## src/rtl/sha256_uart_sequencer.sv

```systemverilog
// rtl/sha256_uart_sequencer.sv - UART byte-stream front end that loads, starts and reads back the sha256 core
module sha256_uart_sequencer #(
    parameter logic [3:0] CMD_WRITE  = 4'h1,
    parameter logic [3:0] CMD_FIRST  = 4'h2,
    parameter logic [3:0] CMD_NEXT   = 4'h3,
    parameter logic [3:0] CMD_READ   = 4'h4,
    parameter int         READ_LAT   = 2,
    parameter int         RX_TIMEOUT = 2**20,
    parameter int         BUSY_WAIT  = 16
) (
    input  logic        clk,
    input  logic        rst,
    input  logic        rx_valid,
    input  logic [7:0]  rx_byte,
    input  logic        rx_error,
    output logic        tx_start,
    output logic [7:0]  tx_byte,
    input  logic        tx_busy,
    output logic [31:0] core_text_o,
    input  logic [31:0] core_text_i,
    output logic [3:0]  core_cmd,
    output logic        core_cmd_w,
    input  logic        core_busy,
    output logic        busy,
    output logic [7:0]  status
);

    localparam logic [3:0] IDLE    = 4'd0;
    localparam logic [3:0] LOAD    = 4'd1;
    localparam logic [3:0] WRITE   = 4'd2;
    localparam logic [3:0] START   = 4'd3;
    localparam logic [3:0] WAIT_HI = 4'd4;
    localparam logic [3:0] WAIT_LO = 4'd5;
    localparam logic [3:0] READ    = 4'd6;
    localparam logic [3:0] CAPTURE = 4'd7;
    localparam logic [3:0] TX_LOAD = 4'd8;
    localparam logic [3:0] TX_WAIT = 4'd9;
    localparam logic [3:0] ERR     = 4'd10;

    localparam int TO_W = $clog2(RX_TIMEOUT + 1);
    localparam int BW_W = $clog2(BUSY_WAIT + 1);

    logic [3:0]      state;
    logic [3:0]      err_code;
    logic [31:0]     acc;
    logic [1:0]      byte_cnt;
    logic [3:0]      word_cnt;
    logic            is_first;
    logic [TO_W-1:0] to_cnt;
    logic [BW_W-1:0] bw_cnt;
    logic [2:0]      rd_cnt;
    logic [1:0]      lat_cnt;
    logic [31:0]     tx_data;
    logic [2:0]      tx_left;
    logic            tx_err;
    logic [1:0]      tx_guard;

    always_ff @(posedge clk) begin
        if (rst) begin
            state    <= IDLE;
            err_code <= 4'd0;
            acc      <= 32'd0;
            byte_cnt <= 2'd0;
            word_cnt <= 4'd0;
            is_first <= 1'b0;
            to_cnt   <= '0;
            bw_cnt   <= '0;
            rd_cnt   <= 3'd0;
            lat_cnt  <= 2'd0;
            tx_data  <= 32'd0;
            tx_left  <= 3'd0;
            tx_err   <= 1'b0;
            tx_guard <= 2'd0;
            tx_start <= 1'b0;
            tx_byte  <= 8'd0;
        end else begin
            tx_start <= 1'b0;
            case (state)
                IDLE: begin
                    if (rx_valid) begin
                        if (rx_byte == 8'h01 || rx_byte == 8'h02) begin
                            is_first <= (rx_byte == 8'h01);
                            err_code <= 4'd0;
                            byte_cnt <= 2'd0;
                            word_cnt <= 4'd0;
                            to_cnt   <= '0;
                            state    <= LOAD;
                        end else begin
                            err_code <= 4'd1;
                            state    <= ERR;
                        end
                    end
                end
                LOAD: begin
                    if (rx_error) begin
                        err_code <= 4'd2;
                        state    <= ERR;
                    end else if (rx_valid) begin
                        acc      <= {acc[23:0], rx_byte};
                        byte_cnt <= byte_cnt + 2'd1;
                        to_cnt   <= '0;
                        if (byte_cnt == 2'd3) state <= WRITE;
                    end else if (to_cnt == TO_W'(RX_TIMEOUT - 1)) begin
                        err_code <= 4'd4;
                        state    <= ERR;
                    end else begin
                        to_cnt <= to_cnt + 1'b1;
                    end
                end
                WRITE: begin
                    word_cnt <= word_cnt + 4'd1;
                    if (rx_error) begin
                        err_code <= 4'd2;
                        state    <= ERR;
                    end else begin
                        state <= (word_cnt == 4'd15) ? START : LOAD;
                    end
                end
                START: begin
                    bw_cnt <= '0;
                    state  <= WAIT_HI;
                end
                WAIT_HI: begin
                    if (core_busy) begin
                        state <= WAIT_LO;
                    end else if (bw_cnt == BW_W'(BUSY_WAIT)) begin
                        err_code <= 4'd3;
                        state    <= ERR;
                    end else begin
                        bw_cnt <= bw_cnt + 1'b1;
                    end
                end
                WAIT_LO: begin
                    if (!core_busy) begin
                        rd_cnt <= 3'd0;
                        state  <= READ;
                    end
                end
                READ: begin
                    lat_cnt <= 2'd0;
                    state   <= CAPTURE;
                end
                CAPTURE: begin
                    if (lat_cnt == 2'(READ_LAT - 1)) begin
                        tx_data <= core_text_i;
                        tx_left <= 3'd4;
                        tx_err  <= 1'b0;
                        state   <= TX_LOAD;
                    end else begin
                        lat_cnt <= lat_cnt + 2'd1;
                    end
                end
                TX_LOAD: begin
                    if (!tx_busy) begin
                        tx_start <= 1'b1;
                        tx_byte  <= tx_data[31:24];
                        tx_data  <= {tx_data[23:0], 8'h00};
                        tx_left  <= tx_left - 3'd1;
                        tx_guard <= 2'd2;
                        state    <= TX_WAIT;
                    end
                end
                TX_WAIT: begin
                    // The transmitter may not raise tx_busy until after it registers tx_start.
                    if (tx_guard != 2'd0) begin
                        tx_guard <= tx_guard - 2'd1;
                    end else if (!tx_busy) begin
                        if (tx_left != 3'd0) begin
                            state <= TX_LOAD;
                        end else if (tx_err || rd_cnt == 3'd7) begin
                            state <= IDLE;
                        end else begin
                            rd_cnt <= rd_cnt + 3'd1;
                            state  <= READ;
                        end
                    end
                end
                ERR: begin
                    tx_data <= {8'hEE, 24'h0};
                    tx_left <= 3'd1;
                    tx_err  <= 1'b1;
                    state   <= TX_LOAD;
                end
                default: state <= IDLE;
            endcase
        end
    end

    always_comb begin
        core_cmd_w  = 1'b0;
        core_cmd    = 4'd0;
        core_text_o = 32'd0;
        case (state)
            WRITE: begin
                core_cmd_w  = 1'b1;
                core_cmd    = CMD_WRITE;
                core_text_o = acc;
            end
            START: begin
                core_cmd_w = 1'b1;
                core_cmd   = is_first ? CMD_FIRST : CMD_NEXT;
            end
            READ: begin
                core_cmd_w = 1'b1;
                core_cmd   = CMD_READ;
            end
            default: ;
        endcase
    end

    assign busy   = (state != IDLE);
    assign status = {state, err_code};

endmodule
```

## config.mk

```make
export PLATFORM = sky130hd
export DESIGN_NAME = sha256_uart_sequencer
export DESIGN_NICKNAME = d
export VERILOG_FILES = /design/src/rtl/sha256_uart_sequencer.sv
export SDC_FILE = /design/constraint.sdc
export NUM_CORES = 1
export LEC_CHECK = 0
export ABC_AREA = 0
export ABC_CLOCK_PERIOD_IN_PS = 5200
export CAP_MARGIN = 20
export CORE_UTILIZATION = 59
export CTS_BUF_LIST = sky130_fd_sc_hd__clkbuf_4 sky130_fd_sc_hd__clkbuf_8
export DETAILED_ROUTE_END_ITERATION = 7
export GPL_TIMING_DRIVEN = 0
export PLACE_DENSITY = 0.87
export RECOVER_POWER = 100
export SLEW_MARGIN = 15
export SYNTH_ARGS = -nofsm -noshare
export SYNTH_HDL_FRONTEND = slang
export SYNTH_SLANG_ARGS = --single-unit
```

## constraint.sdc

```tcl
create_clock -name clk -period 5.2 [get_ports clk]
set_clock_uncertainty 0.2 [all_clocks]
set_input_delay 0.52 -clock clk [delete_from_list [all_inputs] [get_ports clk]]
set_output_delay 0.52 -clock clk [all_outputs]
set_load 0.03 [all_outputs]
```

==> results by group <==
Clock tree
  – Clock slew at reported path FFs: about 0.07 ns
  – CTS HTree Levels: 4
  – CTS Buffer Depth: 2
  – Post-CTS Setup Bufs: 0
  – Sink Count: roughly 120
  – CTS tree: done
  – CTS Buf Count: 17
  – Clk Latency, worst-skew pair: ~0.46 ns
  – Quantity of hold-fixing buffers added after cts: 0
  – CTS resizes: 0
  – Root buffer cell: clkbuf_8

Power
  – Internal: ~1.9 mW
  – Comb pwr share: between 30% and 40%
  – Sw frac: between 30 and 40%
  – Final Power: ~3.2 mW
  – Sequential share of power: a little over a third
  – PD cells: 418.5 nW/um^2
  – Leakage: 2.753 nW
  – Peak VDD IR: roughly 280 uV
  – Power share of the clock group: 28.5%
  – Net Switching: 1.230 mW

Worst setup path
  – Worst stage delay on the critical path: 0.74 ns
  – Worst r2r dst: to_cnt[16]
  – Worst reg2reg path depth: 7
  – R2r setup slk: 1.69 ns
  – Crit path kind: reg -> out
  – Reg2Reg Launch Point: state[1]
  – Crit-path slowest cell: dlygate4sd3_1
  – Critical Path AT: between 3 and 4 ns
  – CP Max Fanout: 10
  – Crit end category: output port
  – Critical path startpoint category: register
  – Worst Path Required: 4.48 ns
  – Top cell by count, worst path: clkbuf_1
  – CP Cell Sequence: clkbuf_1 > clkbuf_1 > nor2b_1 > clkbuf_1 > and3_1 > dlygate4sd3_1

Hold path
  – Hold/Removal Path Class: reg -> reg
  – Hold path depth: 2
  – Worst Hold Path EP: tx_data[3]
  – Hold path start: tx_data[3]

Yosys
  – Adder-Cell Fraction of Synth Area: under 10%
  – Post-synthesis average cell area: 7.848 um^2
  – Synthesized area: 5996 um^2
  – Post-synthesis sequential area ratio: 41.40%
  – Compound-gate portion of the synthesized area: about a fifth
  – Seq cells post-synth: ~120
  – Synth Area in Simple Gates: 29.13%
  – Synth cell types: 61
  – Synth Flop Type: dfxtp_1
  – Post-synth EDFFs: 0
  – FFs w/ async S/R, synth: 0%
  – Largest family of logic cells by synthesized area: simple AND/OR/NAND/NOR gates
  – Post-Synth XOR/XNOR Area: approximately 1.2%
  – Ys Warns: 0
  – Gate Count Post-Synth: around 760
  – Mux share of post-synthesis cell area: less than 1%

Drt
  – Vias/cell: roughly 6
  – Routed length per instance: about 17 um
  – DR vias: 6342
  – Routed wire length: about 18000 um
  – DR iter-0 viols: 500
  – DRC viols: 0
  – DR pass1 iterations: 5
  – Antenna-violating nets left: 0

Run status
  – Status: complete, no violations

Global routing
  – Gr ovfl total: 0
  – Global-route wire length before repair: around 28000 um
  – Gr usage total: a little over a third
  – Largest net degree at the start of global routing: 17
  – Vias in the first global route: around 5900
  – Initial antenna violation count: 0

Timing
  – Slew Viols, Final: 0
  – Achievable Freq: between 0.2 and 0.25 GHz
  – RSZ-0062 raised after global routing: false
  – Final Setup Violations: 0
  – Crit share post-route: between 80% and 90%
  – Setup TNS: 0 ns
  – Post-route setup slack: between 0.9 and 1 ns
  – Rel. slew slack: roughly a quarter
  – Hold_ws: 0.2525 ns
  – Minimum clock period: 4.237 ns
  – Worst-Margin Slew: 1.109 ns
  – Hold Vio Cnt, Final: 0

Layout
  – Commonest non-fill, non-tap cell in the layout: nand2_1
  – Final cell count without fillers: 1026
  – Synthesis-to-layout area growth: 25.65%
  – Layout cell share with drive strength beyond 1: a little over 5%
  – Inserted Diodes: 0
  – NumNets Final: 937
  – Most frequent cells in the layout: nand2_1, dfxtp_1, a21oi_1, clkbuf_1, nor2_1
  – Post-route cell area: between 7000 and 8000 um^2
  – Core Util, Final: 76.72%

Die
  – Die ar.: between 10000 and 15000 um^2
  – FP Rows: 36
  – Chip width: just over 100 um
  – Initial Util: about three fifths
  – I/O pin count: approximately 100
  – Die Y: 102.8 um
  – Core ar.: roughly 9800 um^2

Place
  – Placed insts: around 990
  – Placed Area: 7127 um^2
  – Post-Place Worst Slack: 1.618 ns
  – GP Congestion: around 0.9
  – DP HPWL: around 13000 um
  – Port bufs: 96

Job
  – Max-Cap Viols: 0
## power by group through the flow
stage,Sequential [mW],Clock [mW],Combinational [mW]
6_report,1.13,0.899,1.13
5_1_grt,1.14,0.939,1.23
4_1_cts,1.12,0.896,1.12
3_5_place_dp,1.14,0,1.11
3_3_place_gp,1.14,0,1.08
2_1_floorplan,1.17,0,0.721
## cells by family after synthesis
| kind of cell | count (synthesis) |
|---|---|
| flip-flops | 124 |
| AND/OR/NAND/NOR | 352 |
| XOR/XNOR | 8 |
| buffers and inverters | 75 |
| other | 1 |
| multiplexers | 3 |
| AO/OA/AOI/OAI | 190 |
| adder cells (fa/ha/maj) | 11 |
## worst max path at each step
stage / start / to / cells past startpoint
final: state[1] / core_text_o[21] / 6
after global routing: state[1] / core_text_o[21] / 6
after CTS: state[1] / core_text_o[28] / 6
after detailed placement: state[1] / core_text_o[26] / 6
after global placement: rx_byte[2] / to_cnt[13] / 8
after floorplan: state[2] / core_cmd[2] / 5
## synthesized netlist by cell type, types with 3 or more instances
| cell | number | area share (%) |
|---|---|---|
| o2111ai_1 | 3 | 0.44 |
| dfxtp_1 | 124 | 41 |
| a211oi_1 | 8 | 1.0 |
| buf_4 | 3 | 0.38 |
| nor2_1 | 58 | 3.6 |
| xor2_1 | 5 | 0.73 |
| a311oi_1 | 11 | 1.6 |
| o21ai_0 | 17 | 1.4 |
| nor4_1 | 6 | 0.63 |
| and2_1 | 3 | 0.31 |
| inv_1 | 12 | 0.75 |
| a21oi_1 | 84 | 7.0 |
| nand2b_1 | 12 | 1.3 |
| or4b_2 | 3 | 0.50 |
| a31oi_1 | 8 | 0.83 |
| xnor2_1 | 3 | 0.44 |
| nand3_1 | 21 | 1.8 |
| nand4b_1 | 4 | 0.58 |
| or3_1 | 11 | 1.1 |
| ha_1 | 11 | 2.3 |
| a221oi_1 | 22 | 3.2 |
| o31ai_1 | 6 | 0.75 |
| nor3_1 | 35 | 2.9 |
| nand4_1 | 5 | 0.52 |
| mux2i_1 | 3 | 0.50 |
| nand3b_1 | 3 | 0.38 |
| nor2b_1 | 6 | 0.63 |
| or4_1 | 6 | 0.75 |
| nor4b_1 | 4 | 0.58 |
| and3_1 | 37 | 3.9 |
| nand2_1 | 125 | 7.8 |
| clkbuf_1 | 58 | 3.6 |
| o211ai_1 | 9 | 1.1 |
## worst max-delay path, delay by kind of cell, from the launching register on
family | cells | cell delay [ns]
AND/OR/NAND/NOR | 2 | 0.90
flip-flops | 1 | 0.39
buffers and inverters | 4 | 1.78
## layer usage
layer | share of wire, % | wire length [um] | global-route usage (%)
met5 | 0 | 0 | 0
met4 | 2.9 | 521 | 15.06
met3 | 8.1 | 1450 | 8.136
met2 | 49 | 8695 | 60.26
met1 | 40 | 7161 | 41.99
## state kept, by name, summed over array words and instances (netlist names)
| register | count |
|---|---|
| acc | 32 |
| tx_data | 32 |
| to_cnt | 21 |
| tx_byte | 8 |
| bw_cnt | 5 |
| state | 4 |
| word_cnt | 4 |
| err_code | 3 |
| rd_cnt | 3 |
| tx_left | 3 |
| byte_cnt | 2 |
| lat_cnt | 2 |
| tx_guard | 2 |
| is_first | 1 |
| tx_err | 1 |
| tx_start | 1 |
## cell type report
| class | count | area, um^2 |
|---|---|---|
| Fill cell | 762 | 2286 |
| Sequential cell | 124 | 2482 |
| Clock inverter | 11 | 142.6 |
| Inverter | 13 | 48.80 |
| Timing Repair Buffer | 96 | 960.9 |
| Multi-Input combinational cell | 566 | 3211 |
| Clock buffer | 21 | 276.5 |
| Tap cell | 133 | 166.4 |
| Buffer | 62 | 245.2 |
No activity file was read; power rests on OpenSTA's default activity.
